==> config.mk <==
export PLATFORM = sky130hd
export DESIGN_NAME = regfile_sb
export DESIGN_NICKNAME = d
export VERILOG_FILES = /design/src/rtl/regfile_sb.sv
export SDC_FILE = /design/constraint.sdc
export NUM_CORES = 1
export LEC_CHECK = 0
export CAP_MARGIN = 0
export CORE_MARGIN = 2
export CORE_UTILIZATION = 30
export DETAILED_ROUTE_END_ITERATION = 10
export PLACE_DENSITY_LB_ADDON = 0.05
export SLEW_MARGIN = 40
export SYNTH_ARGS = -nofsm -noshare
export SYNTH_HDL_FRONTEND = slang
export SYNTH_SLANG_ARGS = --single-unit
==> constraint.sdc <==
create_clock -name clk -period 3 [get_ports clk]
set_input_delay 0.6 -clock clk [delete_from_list [all_inputs] [get_ports clk]]
set_output_delay 0.6 -clock clk [all_outputs]
set_load 0.02 [all_outputs]
==> src/rtl/regfile_sb.sv <==
// 2W/2R register file with optional zero R0 and write bypass, a per-register busy scoreboard
// for hazard detection, and a sequenced bulk-clear engine that zeroes one register per cycle.
module regfile_sb #(
  parameter int DATA_W   = 8,
  parameter int ADDR_W   = 3,
  parameter int ZERO_REG = 1,
  parameter int BYPASS   = 1
) (
  input  logic              clk,
  input  logic              rst,
  input  logic              we_a,
  input  logic [ADDR_W-1:0] waddr_a,
  input  logic [DATA_W-1:0] wdata_a,
  input  logic              we_b,
  input  logic [ADDR_W-1:0] waddr_b,
  input  logic [DATA_W-1:0] wdata_b,
  input  logic [ADDR_W-1:0] raddr1,
  output logic [DATA_W-1:0] rdata1,
  input  logic [ADDR_W-1:0] raddr2,
  output logic [DATA_W-1:0] rdata2,
  input  logic              rsv_en,
  input  logic [ADDR_W-1:0] rsv_addr,
  output logic              busy1,
  output logic              busy2,
  input  logic              clr_req,
  output logic              clr_busy
);

  localparam int DEPTH = 2 ** ADDR_W;
  localparam logic [ADDR_W-1:0] LAST_IDX = ADDR_W'(DEPTH - 1);

  localparam logic [0:0] ST_IDLE  = 1'b0;
  localparam logic [0:0] ST_CLEAR = 1'b1;

  logic [DATA_W-1:0] regs_q [DEPTH];
  logic [DATA_W-1:0] regs_d [DEPTH];
  logic [DEPTH-1:0]  busy_q, busy_d;
  logic [0:0]        state_q, state_d;
  logic [ADDR_W-1:0] cnt_q, cnt_d;

  logic clearing;
  logic wr_a, wr_b, rsv;

  // The clear engine owns the array: writes, reservations and bypass are all suppressed while it runs.
  assign clearing = (state_q == ST_CLEAR);
  assign wr_a = we_a && !clearing && !((ZERO_REG != 0) && (waddr_a == '0));
  assign wr_b = we_b && !clearing && !((ZERO_REG != 0) && (waddr_b == '0));
  assign rsv  = rsv_en && !clearing && !((ZERO_REG != 0) && (rsv_addr == '0));

  assign clr_busy = clearing;

  always_comb begin
    regs_d  = regs_q;
    busy_d  = busy_q;
    state_d = state_q;
    cnt_d   = cnt_q;
    case (state_q)
      ST_IDLE: begin
        if (wr_a) begin
          regs_d[waddr_a] = wdata_a;
          busy_d[waddr_a] = 1'b0;
        end
        // Port B applied after A so it wins on an address collision.
        if (wr_b) begin
          regs_d[waddr_b] = wdata_b;
          busy_d[waddr_b] = 1'b0;
        end
        // A fresh reservation outranks the writeback clear of the same register.
        if (rsv) begin
          busy_d[rsv_addr] = 1'b1;
        end
        if (clr_req) begin
          state_d = ST_CLEAR;
          cnt_d   = '0;
        end
      end
      ST_CLEAR: begin
        regs_d[cnt_q] = '0;
        busy_d[cnt_q] = 1'b0;
        cnt_d         = cnt_q + 1'b1;
        if (cnt_q == LAST_IDX) begin
          state_d = ST_IDLE;
        end
      end
      default: begin
        state_d = ST_IDLE;
        cnt_d   = '0;
      end
    endcase
  end

  always_ff @(posedge clk or posedge rst) begin
    if (rst) begin
      for (int i = 0; i < DEPTH; i++) begin
        regs_q[i] <= '0;
      end
      busy_q  <= '0;
      state_q <= ST_IDLE;
      cnt_q   <= '0;
    end else begin
      regs_q  <= regs_d;
      busy_q  <= busy_d;
      state_q <= state_d;
      cnt_q   <= cnt_d;
    end
  end

  function automatic logic [DATA_W-1:0] read_mux(
    input logic [ADDR_W-1:0] ra,
    input logic [DATA_W-1:0] stored,
    input logic              b_en,
    input logic [ADDR_W-1:0] b_addr,
    input logic [DATA_W-1:0] b_data,
    input logic              a_en,
    input logic [ADDR_W-1:0] a_addr,
    input logic [DATA_W-1:0] a_data
  );
    logic [DATA_W-1:0] r;
    r = stored;
    if (BYPASS != 0) begin
      if (b_en && (b_addr == ra)) begin
        r = b_data;
      end else if (a_en && (a_addr == ra)) begin
        r = a_data;
      end
    end
    if ((ZERO_REG != 0) && (ra == '0)) begin
      r = '0;
    end
    return r;
  endfunction

  always_comb begin
    rdata1 = read_mux(raddr1, regs_q[raddr1], wr_b, waddr_b, wdata_b, wr_a, waddr_a, wdata_a);
    rdata2 = read_mux(raddr2, regs_q[raddr2], wr_b, waddr_b, wdata_b, wr_a, waddr_a, wdata_a);
  end

  always_comb begin
    busy1 = busy_q[raddr1] && !((ZERO_REG != 0) && (raddr1 == '0));
    busy2 = busy_q[raddr2] && !((ZERO_REG != 0) && (raddr2 == '0));
  end

endmodule

==> results of run 1 <==
critical path: cells and delay by family:
family | cells | cell delay [ns]
buf+inv | 4 | 1.01
compound gates | 3 | 0.32
simple gates | 2 | 0.42
per-stage QoR:
stage	hold WS (ns)	setup TNS (ns)	cell area, um^2	std cells
after global placement	0.499	-11.89	7470	975
after detailed placement	0.511	-12.39	7470	975
after floorplan	0.460	0	6070	619
after global routing	0.544	-0.00140	7990	998
final	0.522	0	7990	998
after CTS	0.522	-0.107	7870	996
path summary, 6_finish.rpt:
check	start	to	slack [ns]	cells after the start
max	we_b	rdata1[5]	0.06	9
min	regs_q[57]	regs_q[57]	0.52	1
max reg2reg	clr_busy	regs_q[20]	0.64	8
min reg2reg	regs_q[57]	regs_q[57]	0.52	1
max in group asynchronous	rst	regs_q[58]	1.70	3
min in group asynchronous	rst	cnt_q[1]	0.64	2
cells in the mapped netlist, types with 3 or more instances:
cell | count | area (um^2)
o21ai_0 | 25 | 125
buf_6 | 7 | 78.8
buf_1 | 8 | 30.0
o211ai_1 | 8 | 60.1
nor2b_1 | 13 | 81.3
o21ai_1 | 8 | 40.0
nand2_1 | 46 | 173
a21o_1 | 48 | 360
xnor2_1 | 6 | 52.6
mux2_2 | 18 | 203
buf_2 | 27 | 135
o31a_1 | 3 | 26.3
nor2_1 | 59 | 221
nand2b_1 | 3 | 18.8
o2bb2ai_1 | 8 | 70.1
a21oi_1 | 16 | 80.1
nand3b_1 | 3 | 22.5
buf_4 | 4 | 30.0
mux2i_1 | 65 | 651
a311oi_1 | 8 | 70.1
mux4_2 | 33 | 743
dfrtp_1 | 76 | 1900
nor3_1 | 3 | 15.0
a31oi_1 | 4 | 25.0
nand3_1 | 8 | 40.0
inv_1 | 7 | 26.3
clkbuf_1 | 21 | 78.8
a211oi_1 | 41 | 308
o31ai_1 | 3 | 22.5
layer usage:
metal	track usage [%]	share of wire (%)	up-vias	wire [um]
met3	5.16	7.1	52	1890
met4	8.30	2.9	0	781
li1	-	-	2529	-
met5	0	0	-	0
met2	39.8	46	265	12300
met1	34.0	43	2863	11500
final cells by class:
cell class / instances / share of cell area, %
Inverter: 7 / 0.360
Clock buffer: 12 / 3.08
Multi-Input combinational cell: 469 / 49.2
Clock inverter: 4 / 0.611
Timing Repair Buffer: 160 / 18.7
Tap cell: 270 / 4.23
Sequential cell: 76 / 23.8
state kept, by name, indices dropped and copies added (netlist names):
name	flops
regs_q	64
busy_q	8
cnt_q	3
clr_busy	1
repair_timing:
action	in CTS	in global routing
gates resized for setup	98	41
pin swaps	8	13
gates cloned	2	0
endpoints found under the setup margin	18	16
setup buffers	3	2
logic make-up (layout without fill, tap and decap cells):
group | after synthesis | in the layout | synth area share, %
buffers and inverters | 74 | 183 | 6.25
and+or+nand+nor | 158 | 158 | 12.5
xor gates and xnor gates | 7 | 7 | 1.01
adders and majority gates | 2 | 2 | 0.412
DFF | 76 | 76 | 31.3
AOI/OAI and AO/OA | 185 | 185 | 21.7
muxes | 117 | 117 | 26.7
report_power, final:
| group | switching, mW | internal [mW] | total [mW] |
|---|---|---|---|
| clock | 0.489 | 0.670 | 1.16 |
| sequential | 0.329 | 1.28 | 1.61 |
| combinational | 1.36 | 0.921 | 2.28 |
==> impl_metrics.toml, run 1 <==
[synth]
yosys_warnings = 0
synth.distinct_cells = 60
synth-edff-count = 0
ys_seq_area_share_pct = 31.3
syn_nets = 658
synth_cells = 619
ys_ff_latch = 76
syn_area_mm2 = 0.00607
syn-mean-instance-area_um2 = 9.80
synthArstFlopShare_pct = 100
synthFlopType = "dfrtp_1"

[final_layout]
final_cell_mix = "buf_4, dfrtp_1, mux2i_1, nor2_1, a21o_1"
final_nets = 762
n_antenna_cell = 0
fillers = 2026
layout_commonest_cell = "buf_4"
multi_input_area_mm2 = 0.00393
seq_area_mm2 = 0.00190
final_util_pct = 39.9
drive_gt1_share_pct = 30.6
area_delta_synth_final_pct = 31.7

[clock_network]
path_clk_slew_ns = 0.07
clock_sinks = 76
ctsRootBufferMaster = "clkbuf_16"
cts_buffer_depth = 2
cts_hold_buf = 0
cts_made_buffers = 9
clk_latency_ns = 0.35
cts_tree = "built"
cts_max_level = 3

[critical_path]
crit_type = "primary input to output port"
path_cells = "clkdlybuf4s50_1, nor2b_2, and4_4, a31oi_4, buf_4, a21oi_4, buf_6, o2bb2ai_1, buf_2"
critPathSlowestCell = "clkdlybuf4s50_1"
critPathCaptureType = "output port"
crit_arrival_ns = 2.34
path_max_fanout = 4
required_ns = 2.40
startpoint_type = "primary input"
crit_path_max_incr_delay_ns = 0.52

[floorplanning]
rows = 52
core_mm2 = 0.0200
die_w_um = 146
ioPinCount = 56
start_util_pct = 30.3
die_area_mm2 = 0.0214
die_h_um = 146

[timing]
hold_violations = 0
fin_crit_ns = 2.94
clock_skew_ns = 0.00649
timing.fmax_mhz = 340
finalSetupViolCount = 0
slew_headroom_pct = 44.9
slew_violations = 0
worst_pin_slew_ns = 0.826
setup_ws_ns = 0.0586
finalCritPeriodShare_pct = 98.0

[grt]
antenna_found_initial = 0
grt.total_usage_pct = 25.0
gr-total-overflow = 0
grt_pass1_wl_um = 38700
grt_max_degree = 65
first_global_vias = 5689

[place]
post-place-ws_ns = -0.843
place.gp.congestion = 0.833
hpwlAfterDp_um = 17700
io_buffers = 55

[power]
p_total_mw = 5.04
p_per_area_mw_per_mm2 = 631
max-vdd-ir-drop_mv = 0.542
power.static_leakage_nw = 3.90

[route]
drt-total-wl_um = 26500
wl_per_cell_um = 26.5
vias = 5709
drc = 0
viasPerCell = 5.72
drt_iter0_markers = 477
ant_nets = 0
firstDrtPassIters = 5

[hold_path]
hp-class = "flip-flop to flip-flop"

[outcome]
outcome = "finished, final reports clean"

[job]
max_cap_violations = 0
(Power assumes the default switching activity.)
==> inputs of run 2 (changes only) <==
==> constraint.sdc (replaced) <==
create_clock -name clk -period 2.8 [get_ports clk]
set_input_delay 0.56 -clock clk [delete_from_list [all_inputs] [get_ports clk]]
set_output_delay 0.56 -clock clk [all_outputs]
set_load 0.02 [all_outputs]
==> run 2 against run 1 <==
  * Clock skew is 0.00091 ns lower
  * Design area is 4.1% higher
  * Clock power increased by 17%
  * Critical endpoint is now rdata1[4]
==> impl_metrics.toml, run 2 (synthesis results as in run 1) <==
[critical_path]
startpoint = "raddr1[1]"
startpoint_type = "primary input"
path_cells = "buf_2, or3b_4, a211oi_4, o211ai_4, buf_4, mux2i_2, o2bb2ai_2, buf_6"
critPathCaptureType = "output port"
critPathSlowestCell = "or3b_4"
path_max_fanout = 4
crit_path_max_incr_delay_ns = 0.39
required_ns = 2.24
r2r-end = "regs_q[27]"
worstRegToRegCells = 7
r2r-start = "clr_busy"
crit_type = "primary input to output port"
crit_arrival_ns = 2.23
crit_end = "rdata1[4]"
regToRegSetupSlack_ns = 0.59

[job]
max_cap_violations = 0

[timing]
finalCritPeriodShare_pct = 99.6
slew_headroom_pct = 48.9
fin_tns_setup_ns = 0
hold_violations = 0
hold_slack_ns = 0.502
worst_pin_slew_ns = 0.766
fin_crit_ns = 2.79
finalSetupViolCount = 0
timing.fmax_mhz = 359
rsz0062_at_grt = "true"
clock_skew_ns = 0.00558
slew_violations = 0

[hold_path]
hp-class = "primary input to asynchronous set/reset pin"

[route]
vias = 5846
ant_nets = 0
drt_iter0_markers = 533
firstDrtPassIters = 6
viasPerCell = 5.78
drc = 0
drt-total-wl_um = 26600
wl_per_cell_um = 26.4

[final_layout]
area_delta_synth_final_pct = 37.1
final_nets = 775
final_cell_mix = "buf_4, dfrtp_1, mux2i_1, nor2_1, a21o_1"
largest_register_ffs = 64
top_register = "regs_q"
fin_cells = 1011
layout_commonest_cell = "buf_4"
largestRegisters = "regs_q: 64 flops, busy_q: 8 flops, cnt_q: 3 flops"
fillers = 2014
n_antenna_cell = 0
drive_gt1_share_pct = 33.9

[grt]
grt_pass1_wl_um = 38700
antenna_found_initial = 0
grt_max_degree = 74
gr-total-overflow = 0
grt.total_usage_pct = 24.9
first_global_vias = 5661

[floorplanning]
die_h_um = 146
ioPinCount = 56
die_w_um = 146
rows = 52
core_mm2 = 0.0200
start_util_pct = 30.3
die_area_mm2 = 0.0214

[clock_network]
ctsRootBufferMaster = "clkbuf_16"
clk_latency_ns = 0.35
path_clk_slew_ns = 0.06
cts_tree = "built"
cts_buffer_depth = 2
cts_max_level = 3
clock_sinks = 76
cts_made_buffers = 9

[place]
io_buffers = 55
place.gp.congestion = 0.838
hpwlAfterDp_um = 17500
place_inst = 980

[power]
power.static_leakage_nw = 3.99
p_total_mw = 5.65
p_per_area_mw_per_mm2 = 679
max-vdd-ir-drop_mv = 0.540

[outcome]
outcome = "finished, final reports clean"
[run 2: cell types whose count changed in the layout (fill, tap and decap cells not counted), moves of 3 or more]
cell / before / now
o2bb2ai_1: 4 / 0
dlymetal6s2s_1: 4 / 0
dlygate4sd2_1: 5 / 8
buf_6: 13 / 19
mux2i_1: 65 / 61
mux2_2: 18 / 15
buf_4: 90 / 93
buf_12: 10 / 14
o2bb2ai_4: 0 / 3
mux2_4: 0 / 3
[run 2: routing by layer]
metal / wire length, um / GRT usage (%) / vias to the layer above / share of wire (%)
met3: 1880 / 3.81 / 59 / 7.1
met1: 12000 / 36.1 / 2956 / 45
met4: 995 / 10.4 / 0 / 3.7
li1: - / - / 2561 / -
met2: 11800 / 37.1 / 270 / 44
met5: 0 / 0 / - / 0
[run 2: worst max-delay path, delay by kind of cell]
family	cells	cell delay, ns
simple gates	1	0.39
mux	1	0.15
compound gates	3	0.66
buf+inv	3	0.47
[run 2: timing repair]
action / in CTS / in global routing
resized for setup: 142 / 39
buffers inserted: 8 / 5
endpoints found under the setup margin: 19 / 15
pin swaps: 15 / 14
gates cloned: 3 / 0
hold buffers: 0 / 0
[run 2: worst min-delay path by stage]
stage              start   endpoint  slack (ns)  depth (start not counted)
2_1_floorplan  busy_q[0]  busy_q[0]        0.46                          1
4_1_cts              rst   cnt_q[2]        0.51                          2
3_3_place_gp   busy_q[0]  busy_q[0]        0.49                          1
5_1_grt        busy_q[0]  busy_q[0]        0.53                          1
3_5_place_dp   busy_q[0]  busy_q[0]        0.49                          1
6_report             rst   cnt_q[2]        0.50                          2
[run 2: through the flow]
stage,instance area [um^2],util [%],worst slack [ns]
floorplan,6070,-,0.185
global placement,7550,37.7,-0.954
detailed placement,7560,37.7,-0.995
CTS,8130,40.6,0.000747
global route,8320,41.5,-0.0213
finish,8320,41.5,0.0126
[run 2: area by class of cell]
| cell class | count | area [um^2] | share of cell area [%] |
|---|---|---|---|
| clock buffer | 11 | 253 | 3.04 |
| clock inverter | 5 | 81.3 | 0.977 |
| inverter | 7 | 27.5 | 0.331 |
| multi-input combinational | 469 | 4050 | 48.6 |
| sequential | 76 | 1900 | 22.9 |
| tap | 270 | 338 | 4.06 |
| timing repair buffer | 173 | 1670 | 20.1 |
[run 2: where the power goes]
group          leakage, nW  internal, mW  switching [mW]  total, mW
logic                 2.78          1.08            1.48       2.56
registers             1.05          1.37           0.358       1.73
clock network        0.162         0.833           0.531       1.36
